--- src/rtl/pipe_hazard_ctrl_if.sv ---
// Hazard-control bus between the pipeline stages and the stall/flush controller.
// The stages (master) raise stall requests and redirects. The controller
// (slave) answers with per-register stall/clear strobes and the redirect ack.
interface pipe_hazard_ctrl_if #(
   parameter int N_STAGES = 4
);

   logic [N_STAGES-1:0] i_stall_req;
   logic                i_redirect_valid;
   logic                o_redirect_ack;
   logic [N_STAGES:0]   o_stall;
   logic [N_STAGES:0]   o_clear;

   modport master (
      output i_stall_req,
      output i_redirect_valid,
      input  o_redirect_ack,
      input  o_stall,
      input  o_clear
   );

   modport slave (
      input  i_stall_req,
      input  i_redirect_valid,
      output o_redirect_ack,
      output o_stall,
      output o_clear
   );

endinterface

--- src/rtl/pipe_hazard_ctrl.sv ---
// Stall/flush controller for the in-order pipeline.
// Register 0 is the PC and registers 1..N_STAGES are the inter-stage latches.
// When several stages request a stall, the oldest requesting stage wins.
// A branch redirect is acknowledged only when the stage that resolves it is not held.
// Counters and the stall watchdog are registered. Stall, clear and ack are combinational.
module pipe_hazard_ctrl #(
   parameter int N_STAGES    = 4,
   parameter int FLUSH_DEPTH = 2,
   parameter int CNT_W       = 16,
   parameter int WDOG_W      = 10,
   parameter int WDOG_LIMIT  = 1000
) (
   input  logic                 i_clk,
   input  logic                 i_rst,
   input  logic                 i_rdy,
   input  logic                 i_cnt_clr,
   pipe_hazard_ctrl_if.slave    bus,
   output logic [CNT_W-1:0]     o_stall_cnt,
   output logic [CNT_W-1:0]     o_flush_cnt,
   output logic                 o_wdog_timeout
);

   localparam logic [WDOG_W-1:0] WDOG_LAST = WDOG_W'(WDOG_LIMIT - 1);

   logic [N_STAGES:0]  w_kStall;
   logic [N_STAGES:0]  w_kClear;
   logic               w_anyReq;
   logic               w_blocksRedirect;
   logic               w_ack;
   logic [N_STAGES:0]  w_stall;
   logic [N_STAGES:0]  w_clear;

   logic [CNT_W-1:0]   r_stallCnt;
   logic [CNT_W-1:0]   r_flushCnt;
   logic [WDOG_W-1:0]  r_wdogCnt;
   logic               r_wdogTimeout;

   // Build the hold/bubble pattern of the oldest requester.
   // Scanning upward lets the highest set request index overwrite the younger ones.
   always_comb begin
      w_kStall         = '0;
      w_kClear         = '0;
      w_blocksRedirect = 1'b0;
      w_anyReq         = |bus.i_stall_req;
      for (int i = 0; i < N_STAGES; i++) begin
         if (bus.i_stall_req[i]) begin
            for (int j = 0; j <= N_STAGES; j++) begin
               w_kStall[j] = (j <= i);
               w_kClear[j] = (j == i + 1);
            end
            w_blocksRedirect = (i >= FLUSH_DEPTH);
         end
      end
   end

   // Final stall/clear/ack, in priority order: reset, then freeze, then redirect, then plain stall.
   // A redirect drops the younger stall because that instruction is on the wrong path.
   // The PC is released so that it can load the branch target.
   always_comb begin
      w_ack   = i_rdy & ~i_rst & bus.i_redirect_valid & ~w_blocksRedirect;
      w_stall = w_kStall;
      w_clear = w_kClear;
      if (i_rst) begin
         w_stall = '0;
         w_clear = '1;
      end else if (!i_rdy) begin
         w_stall = '1;
         w_clear = '0;
      end else if (w_ack) begin
         for (int j = 0; j <= FLUSH_DEPTH; j++) begin
            w_stall[j] = 1'b0;
            if (j >= 1) begin
               w_clear[j] = 1'b1;
            end
         end
      end
   end

   assign bus.o_stall        = w_stall;
   assign bus.o_clear        = w_clear;
   assign bus.o_redirect_ack = w_ack;

   // Performance counters and stall watchdog.
   // Everything freezes while rdy is low. cnt_clr wins over any increment in the same cycle.
   always_ff @(posedge i_clk) begin
      if (i_rst || i_cnt_clr) begin
         r_stallCnt    <= '0;
         r_flushCnt    <= '0;
         r_wdogCnt     <= '0;
         r_wdogTimeout <= 1'b0;
      end else if (i_rdy) begin
         if (w_anyReq && !w_ack && (r_stallCnt != '1)) begin
            r_stallCnt <= r_stallCnt + 1'b1;
         end
         if (w_ack && (r_flushCnt != '1)) begin
            r_flushCnt <= r_flushCnt + 1'b1;
         end
         if (w_stall[0]) begin
            if (r_wdogCnt != '1) begin
               r_wdogCnt <= r_wdogCnt + 1'b1;
            end
            if (r_wdogCnt >= WDOG_LAST) begin
               r_wdogTimeout <= 1'b1;
            end
         end else begin
            r_wdogCnt <= '0;
         end
      end
   end

   assign o_stall_cnt    = r_stallCnt;
   assign o_flush_cnt    = r_flushCnt;
   assign o_wdog_timeout = r_wdogTimeout;

endmodule
--- src/flat_wrapper.sv ---
// flat-port wrapper written by rule: the top's interface ports become plain ports
module pipe_hazard_ctrl_flat 
#(
   parameter int N_STAGES    = 4,
   parameter int FLUSH_DEPTH = 2,
   parameter int CNT_W       = 16,
   parameter int WDOG_W      = 10,
   parameter int WDOG_LIMIT  = 1000
)
  (i_clk, i_rst, i_rdy, i_cnt_clr, o_stall_cnt, o_flush_cnt, o_wdog_timeout, bus_i_stall_req, bus_i_redirect_valid, bus_o_redirect_ack, bus_o_stall, bus_o_clear);
  pipe_hazard_ctrl_if #(.N_STAGES(N_STAGES)) bus_i ();
  input  logic i_clk;
  input  logic i_rst;
  input  logic i_rdy;
  input  logic i_cnt_clr;
  output logic [CNT_W-1:0] o_stall_cnt;
  output logic [CNT_W-1:0] o_flush_cnt;
  output logic o_wdog_timeout;
  input wire logic [$bits(bus_i.i_stall_req)-1:0] bus_i_stall_req;
  input wire logic [$bits(bus_i.i_redirect_valid)-1:0] bus_i_redirect_valid;
  output wire logic [$bits(bus_i.o_redirect_ack)-1:0] bus_o_redirect_ack;
  output wire logic [$bits(bus_i.o_stall)-1:0] bus_o_stall;
  output wire logic [$bits(bus_i.o_clear)-1:0] bus_o_clear;
  assign bus_i.i_stall_req = bus_i_stall_req;
  assign bus_i.i_redirect_valid = bus_i_redirect_valid;
  assign bus_o_redirect_ack = bus_i.o_redirect_ack;
  assign bus_o_stall = bus_i.o_stall;
  assign bus_o_clear = bus_i.o_clear;
  pipe_hazard_ctrl #(.N_STAGES(N_STAGES), .FLUSH_DEPTH(FLUSH_DEPTH), .CNT_W(CNT_W), .WDOG_W(WDOG_W), .WDOG_LIMIT(WDOG_LIMIT)) u_core (.i_clk(i_clk), .i_rst(i_rst), .i_rdy(i_rdy), .i_cnt_clr(i_cnt_clr), .bus(bus_i), .o_stall_cnt(o_stall_cnt), .o_flush_cnt(o_flush_cnt), .o_wdog_timeout(o_wdog_timeout));
endmodule
--- config.mk ---
export PLATFORM = sky130hd
export DESIGN_NAME = pipe_hazard_ctrl_flat
export DESIGN_NICKNAME = d
export VERILOG_FILES = /design/src/rtl/pipe_hazard_ctrl_if.sv /design/src/rtl/pipe_hazard_ctrl.sv /design/src/flat_wrapper.sv
export SDC_FILE = /design/constraint.sdc
export NUM_CORES = 1
export LEC_CHECK = 0
export ABC_AREA = 1
export CAP_MARGIN = 20
export CORE_MARGIN = 10
export CORE_UTILIZATION = 40
export CTS_CLUSTER_DIAMETER = 60
export CTS_CLUSTER_SIZE = 16
export DETAILED_ROUTE_END_ITERATION = 8
export PLACE_DENSITY = 0.77
export SLEW_MARGIN = 40
export SYNTH_ARGS = -nofsm -noshare
export SYNTH_HDL_FRONTEND = slang
export SYNTH_SLANG_ARGS = --single-unit
export TNS_END_PERCENT = 10
--- constraint.sdc ---
create_clock -name i_clk -period 1.45 [get_ports i_clk]
set_input_delay 0.2175 -clock i_clk [delete_from_list [all_inputs] [get_ports i_clk]]
set_output_delay 0.2175 -clock i_clk [all_outputs]
set_load 0.02 [all_outputs]
==> qor.txt, run 1 <==
die area -> 10640 sq um
root buf cell -> clkbuf_8
Hold Crit Class -> reg -> reg
Gate power share -> 15.2%
Pwr per Cell Area -> 560.7 nW/um^2
hold_buf cts -> 0
worst-margin pin slew -> 0.3810 ns
first-pass GRT wire length -> 12.79 mm
DRC -> 0
max_cap viols -> 0
most frequent cells in the layout -> 126 x nand2_1, 73 x buf_4, 49 x nor2_1
Syn-to-layout area delta -> 48.19%
CP cell instances -> nand2_1 > nor2_2 > nand2_2 > nor2_4 > nor2_4 > buf_12 > a21oi_1 > nor2_1
Post-synth EDFFs -> 0
Clock Sinks -> 43
register area share after synthesis -> 31.13%
Port Buffers -> 52
Post-Layout Cell Count -> 626
die height -> 103.1 um
Final Setup Violations -> 3
CTS H-tree depth -> 2
most common cell after layout, fill and taps aside -> nand2_1
Setup Skew -> 0.009046 ns
crit path from -> u_core.o_flush_cnt[4]
worst-path fanout max -> 12
RSZ-0062 raised after global routing -> true
chip width -> 103.1 um
failing checks -> negative setup slack
remaining global-route overflow -> 0
routability cong. -> 0.9239
Initial DRC Count -> 181
post-synthesis cell count -> 421
CTS Buf Count -> 5
diode count -> 0
final worst-path setup slack -> -0.01885 ns
most used cell along the critical path -> nor2_4
Crit. End Element -> flip-flop
required time worst endpoint -> 1.65 ns
switching share of power -> 27.12%
vias in the first global route -> 2833
pre-CTS setup slack -> -0.7391 ns
layout cells sized above 1 -> 31.87%
synthesized cell area -> 2765 sq um
Crit Path Class -> reg -> reg
initial core utilization -> 40.93%
final hold slack -> 0.4545 ns
peak supply drop -> 0.4152 mV
Worst R2R End -> u_core.o_flush_cnt[12]
largest net degree at the start of global routing -> 17
Final Hold Vio Count -> 0
vias -> 3093
FF+latch count, synth -> 43
CTS tree -> built
FMAX -> 0.6808 GHz
R2R depth -> 8
Hold Path Sink -> u_core.o_wdog_timeout
routed wire length -> 8.037 mm
CP peak stage delay -> 0.41 ns
Placeable Area -> 6756 sq um
syn_nets -> 433
worst path bufs/invs -> 1
post-DR wirelength/cell -> 12.84 um
CP top delay family -> simple AND/OR/NAND/NOR gates
Final Slew Violations -> 0
Worst Hold Path Cells -> 2
Reg clk slew, reported paths -> 0.08 ns
shortest period the worst path allows -> 1.469 ns
Row Count -> 30
1st-pass router iterations -> 4
outcome -> complete, but fails checks
worst-case clock buffer depth -> 2
Startpoint Class -> flip-flop
Sw Pwr -> 0.0006230 W
Routed Antenna Nets -> 0
Slew HR -> 74.40%
Critical Path AT -> 1.67 ns
Fillers -> 613
placed cells -> 611
Avg Vias per Cell -> 4.941
r2r setup slk -> -0.02 ns
syn avg cell area -> 6.568 sq um
fin crit share -> 101.3%
Internal -> 0.001675 W
DP HPWL -> 6.088 mm
Reg2Reg Launch Point -> u_core.o_flush_cnt[4]
Yosys warning count -> 0
Hold Startpoint -> u_core.o_wdog_timeout
worst-skew pair later-pin latency -> 0.30 ns
clock share of power -> 33.2%
Yosys cell types -> 33
Flop pwr share -> 51.6%
slowest cell on the critical path -> dfxtp_1
initial antenna violation count -> 0
GRT Util Overall -> 14.64%
static leakage -> 1.867 nW
Most used DFF post-synth -> dfxtp_1
ys async rst share -> 0%
Ports -> 53
final net count -> 557
-- worst reg2reg max path: cells and delay by family (launching register included) --
kind            cells  cell delay [ns]
compound gates      1             0.15
buf+inv             1             0.15
flops               1             0.41
simple gates        6             0.66
-- layout make-up --
| class | count | area [sq um] | area share, % |
|---|---|---|---|
| Multi-Input combinational cell | 327 | 1810 | 44.18 |
| Timing Repair Buffer | 126 | 1049 | 25.59 |
| Sequential cell | 43 | 883.3 | 21.56 |
| Inverter | 42 | 175.2 | 4.275 |
| Tap cell | 80 | 100.1 | 2.443 |
| Clock buffer | 8 | 80.08 | 1.954 |
-- registers in the layout, summed over array words and instances (netlist names) --
register,count
u_core.r_wdogCnt,10
u_core.o_stall_cnt,16
u_core.o_flush_cnt,16
u_core.o_wdog_timeout,1
-- per-stage QoR --
stage / utilization, % / TNS [ns] / cell area, sq um / power [W]
after floorplan: - / -0.4508 / 2816 / 0.001394
after global placement: 57.48 / -27.75 / 3884 / 0.001540
after detailed placement: 57.48 / -30.33 / 3884 / 0.001547
after CTS: 58.19 / -0.2111 / 3931 / 0.002294
after global routing: 60.65 / -2.175 / 4098 / 0.002391
final: 60.65 / -0.03264 / 4098 / 0.002298
-- power by group through the flow --
stage,logic (W),registers [W],clock network (W)
2_1_floorplan,0.000175,0.00122,0
3_3_place_gp,0.000327,0.00121,0
3_5_place_dp,0.000333,0.00121,0
4_1_cts,0.000323,0.00119,0.000785
5_1_grt,0.000379,0.00119,0.000824
6_report,0.000348,0.00119,0.000763
-- cells by family (layout without fill, tap and decap cells) --
family | count (synthesis) | in the layout | synth area share (%)
buffers and inverters | 52 | 176 | 9.276
xor gates and xnor gates | 12 | 12 | 3.801
AOI/OAI and AO/OA | 44 | 44 | 10.05
adders and majority gates | 3 | 3 | 1.358
DFF | 43 | 43 | 31.13
and+or+nand+nor | 267 | 268 | 44.39
-- synthesized netlist by cell type, types with 2 or more instances --
master	n	area, sq um
nor2_2	6	37.54
nor2_4	4	45.04
dfxtp_1	43	860.8
nand4_1	6	37.54
buf_6	4	45.04
nor3_1	7	35.03
nand2_2	11	68.82
o21ai_0	8	40.04
nand2_1	133	499.2
nand3_4	2	35.03
inv_6	2	17.52
nor2_1	55	206.5
a21oi_2	11	96.34
nand2_4	2	22.52
nand3_1	35	175.2
xor2_1	7	61.31
clkbuf_1	3	11.26
inv_1	40	150.1
xnor2_1	5	43.79
ha_1	3	37.54
a21oi_1	22	110.1
-- worst max-delay path by stage --
stage | to | slack (ns) | cells past startpoint
final | u_core.o_flush_cnt[12] | -0.02 | 8
after global routing | u_core.r_wdogCnt[9] | -0.11 | 9
after CTS | bus_o_clear[1] | -0.04 | 5
after detailed placement | bus_o_clear[1] | -0.74 | 8
after global placement | bus_o_clear[1] | -0.67 | 8
after floorplan | u_core.o_stall_cnt[0] | -0.05 | 8
-- timing repair --
action                     in CTS  in global routing
setup endpoints to repair      87                 53
setup buffers                   0                  6
cloned                          0                  1
pin swaps                       2                 18
gates resized for setup        76                 50
-- per-layer routing --
layer | share of wire [%] | vias to the layer above | global-route usage [%]
met5 | 0 | - | 0
met4 | 0.81 | 0 | 3.102
met3 | 5.6 | 8 | 3.820
met2 | 50 | 62 | 25.50
met1 | 44 | 1435 | 17.59
li1 | - | 1588 | -
(Power assumes the default switching activity.)
==> run 2: changes to the inputs <==
--- a/config.mk
+++ b/config.mk
@@ -6,14 +6,13 @@
 export NUM_CORES = 1
 export LEC_CHECK = 0
 export ABC_AREA = 1
-export CAP_MARGIN = 20
+export CAP_MARGIN = 0
 export CORE_MARGIN = 10
 export CORE_UTILIZATION = 40
 export CTS_CLUSTER_DIAMETER = 60
 export CTS_CLUSTER_SIZE = 16
 export DETAILED_ROUTE_END_ITERATION = 8
 export PLACE_DENSITY = 0.77
-export SLEW_MARGIN = 40
 export SYNTH_ARGS = -nofsm -noshare
 export SYNTH_HDL_FRONTEND = slang
 export SYNTH_SLANG_ARGS = --single-unit
==> constraint.sdc (replaced) <==
create_clock -name i_clk -period 1.45 [get_ports i_clk]
set_input_delay 0.29 -clock i_clk [delete_from_list [all_inputs] [get_ports i_clk]]
set_output_delay 0.29 -clock i_clk [all_outputs]
set_load 0.02 [all_outputs]
==> run 2 against run 1 <==
The flow still finishes with violations (negative setup slack). Hold slack improved by 0.0026 ns. Core utilization down 1.9 points. Clock power up 21%. Setup slack lost 0.021 ns. Final cell count fell by 3.0%. Sequential power barely moved. Power up 5.4%. Wire length is 2.7% lower. Via count shrank 2.2%. Count of clock-buffer cells in the layout decreased by 1. Global-route usage up 0.085 points. Cell area is 3.1% lower. Largest cell class unchanged. Largest power group unchanged. Highest routed layer unchanged.
==> qor.txt, run 2 (synthesis gave the netlist of run 1 again) <==
diode count -> 0 (unchanged)
static leakage -> 1.775 nW (-4.9%)
r2r setup slk -> -0.04 ns (-0.02 ns)
initial antenna violation count -> 0 (unchanged)
most used cell along the critical path -> nor2_1
routed wire length -> 7.820 mm (-2.7%)
largest net degree at the start of global routing -> 22 (+5)
Final Hold Vio Count -> 0 (unchanged)
Hold Startpoint -> u_core.o_wdog_timeout
most common cell after layout, fill and taps aside -> nand2_1
shortest period the worst path allows -> 1.490 ns (+0.02125 ns)
Hold Crit Class -> reg -> reg
CP cell instances -> ha_4 > nand3_2 > nor2_4 > buf_4 > nand2_1 > nor2_1 > nand3_1 > nor2_1 > nor2_1
Crit Path Class -> reg -> reg
Setup Skew -> 0.008186 ns (-0.0008598 ns)
vias in the first global route -> 2899 (+2.3%)
RSZ-0062 raised after global routing -> true
TNS Setup -> -0.07932 ns (-0.04667 ns)
final net count -> 538 (-3.4%)
Final Setup Violations -> 2 (-1)
DRC -> 0 (unchanged)
worst-margin pin slew -> 0.3155 ns (-0.06555 ns)
Placeable Area -> 6756 sq um (unchanged)
Final Slew Violations -> 0 (unchanged)
GRT Util Overall -> 14.72% (+0.085 points)
pre-CTS setup slack -> -0.7704 ns (-0.03128 ns)
Avg Vias per Cell -> 4.984 (+0.86%)
FMAX -> 0.6711 GHz (-1.4%)
remaining global-route overflow -> 0 (unchanged)
Pwr per Cell Area -> 609.6 nW/um^2 (+8.7%)
die height -> 103.1 um (unchanged)
Worst Setup EP -> u_core.o_stall_cnt[12]
chip width -> 103.1 um (unchanged)
final hold slack -> 0.4571 ns (+0.002577 ns)
max_cap viols -> 0 (unchanged)
Clock Sinks -> 43 (unchanged)
Slew HR -> 78.89% (+4.5 points)
slowest cell on the critical path -> dfxtp_4
Reg clk slew, reported paths -> 0.09 ns (about the same)
worst-skew pair later-pin latency -> 0.30 ns (about the same)
Port Buffers -> 52 (unchanged)
Fillers -> 623 (+1.6%)
Final Util -> 58.80% (-1.9 points)
DP HPWL -> 5.866 mm (-3.6%)
routability cong. -> 0.9478 (+2.6%)
layout cells sized above 1 -> 30.74% (-1.1 points)
most frequent cells in the layout -> 130 x nand2_1, 55 x buf_4, 46 x nor2_1
initial core utilization -> 40.93% (unchanged)
Routed Antenna Nets -> 0 (unchanged)
root buf cell -> clkbuf_8
Ports -> 53 (unchanged)
vias -> 3025 (-2.2%)
die area -> 10640 sq um (unchanged)
fin crit share -> 102.8% (+1.5 points)
failing checks -> negative setup slack
required time worst endpoint -> 1.65 ns (about the same)
Reg2Reg Launch Point -> u_core.o_stall_cnt[0]
Row Count -> 30 (unchanged)
R2R depth -> 9 (+1)
placed cells -> 597 (-2.3%)
Startpoint Class -> flip-flop
crit path from -> u_core.o_stall_cnt[0]
outcome -> complete, but fails checks
Crit. End Element -> flip-flop
worst-path fanout max -> 3 (-9)
CTS H-tree depth -> 2 (unchanged)
CTS tree -> built
Critical Path AT -> 1.69 ns (+0.02 ns)
worst-case clock buffer depth -> 2 (unchanged)
Syn-to-layout area delta -> 43.67%
Worst R2R End -> u_core.o_stall_cnt[12]
CTS Buf Count -> 5 (unchanged)
Initial DRC Count -> 113 (-38%)
Post-Layout Cell Count -> 607 (-3.0%)
peak supply drop -> 0.4185 mV (+0.78%)
CP peak stage delay -> 0.37 ns (-0.04 ns)
1st-pass router iterations -> 4 (unchanged)
final worst-path setup slack -> -0.04009 ns (-0.02125 ns)
first-pass GRT wire length -> 12.90 mm (+0.81%)
post-DR wirelength/cell -> 12.88 um (+0.35%)
run 2: changes by cell type in the layout (fill, tap and decap cells not counted), moves of 4 or more:
cell / change
buf_2: +5
buf_4: -18
dfxtp_1: -4
dfxtp_2: +4
nand2_1: +4
nand2_2: -5
run 2: critical path, delay by kind of cell (launching register included):
| kind | cells | cell delay, ns |
|---|---|---|
| flops | 1 | 0.37 |
| simple gates | 7 | 0.75 |
| buf+inv | 1 | 0.14 |
| fa+ha+maj | 1 | 0.13 |
run 2: area by class of cell:
class	count	area [sq um]	share of cell area, %
repair buffers	108	887.1	22.33
multi-input cells	326	1814	45.67
clock buffers	7	107.6	2.709
flip-flops and latches	43	888.4	22.36
well taps	80	100.1	2.520
clock inverters	1	5.005	0.1260
inverters	42	170.2	4.283
run 2: stage by stage:
stage | power, W | area [sq um]
after floorplan | 0.001396 | 2821
after global placement | 0.001530 | 3796
after detailed placement | 0.001536 | 3796
after CTS | 0.002435 | 3866
after global routing | 0.002543 | 3973
final | 0.002422 | 3973
run 2: metal layers:
metal	global-route usage (%)	part of all wire (%)	up-vias	routed length, um
li1	-	-	1544	-
met1	17.35	44	1395	3440
met2	25.60	49	74	3820
met3	3.820	5.7	12	448
met4	4.171	1.4	0	110
met5	0	0	-	0
run 2: worst min path at each step:
stage / end / slack, ns / cells past startpoint
floorplan: u_core.r_wdogCnt[1] / 0.48 / 2
global placement: u_core.o_wdog_timeout / 0.44 / 2
detailed placement: u_core.o_wdog_timeout / 0.45 / 2
CTS: u_core.o_wdog_timeout / 0.46 / 2
global route: u_core.o_wdog_timeout / 0.48 / 2
finish: u_core.o_wdog_timeout / 0.46 / 2
run 2: power by group:
| part | switching [W] | internal [W] |
|---|---|---|
| sequential | 0.00000713 | 0.00118 |
| combinational | 0.000188 | 0.000123 |
| clock | 0.000434 | 0.000489 |
run 2: what timing repair did:
action,CTS,global route
setup endpoints to repair,87,53
pin swaps,7,4
buffers inserted,1,1
resized for setup,87,45
hold buffers,0,0
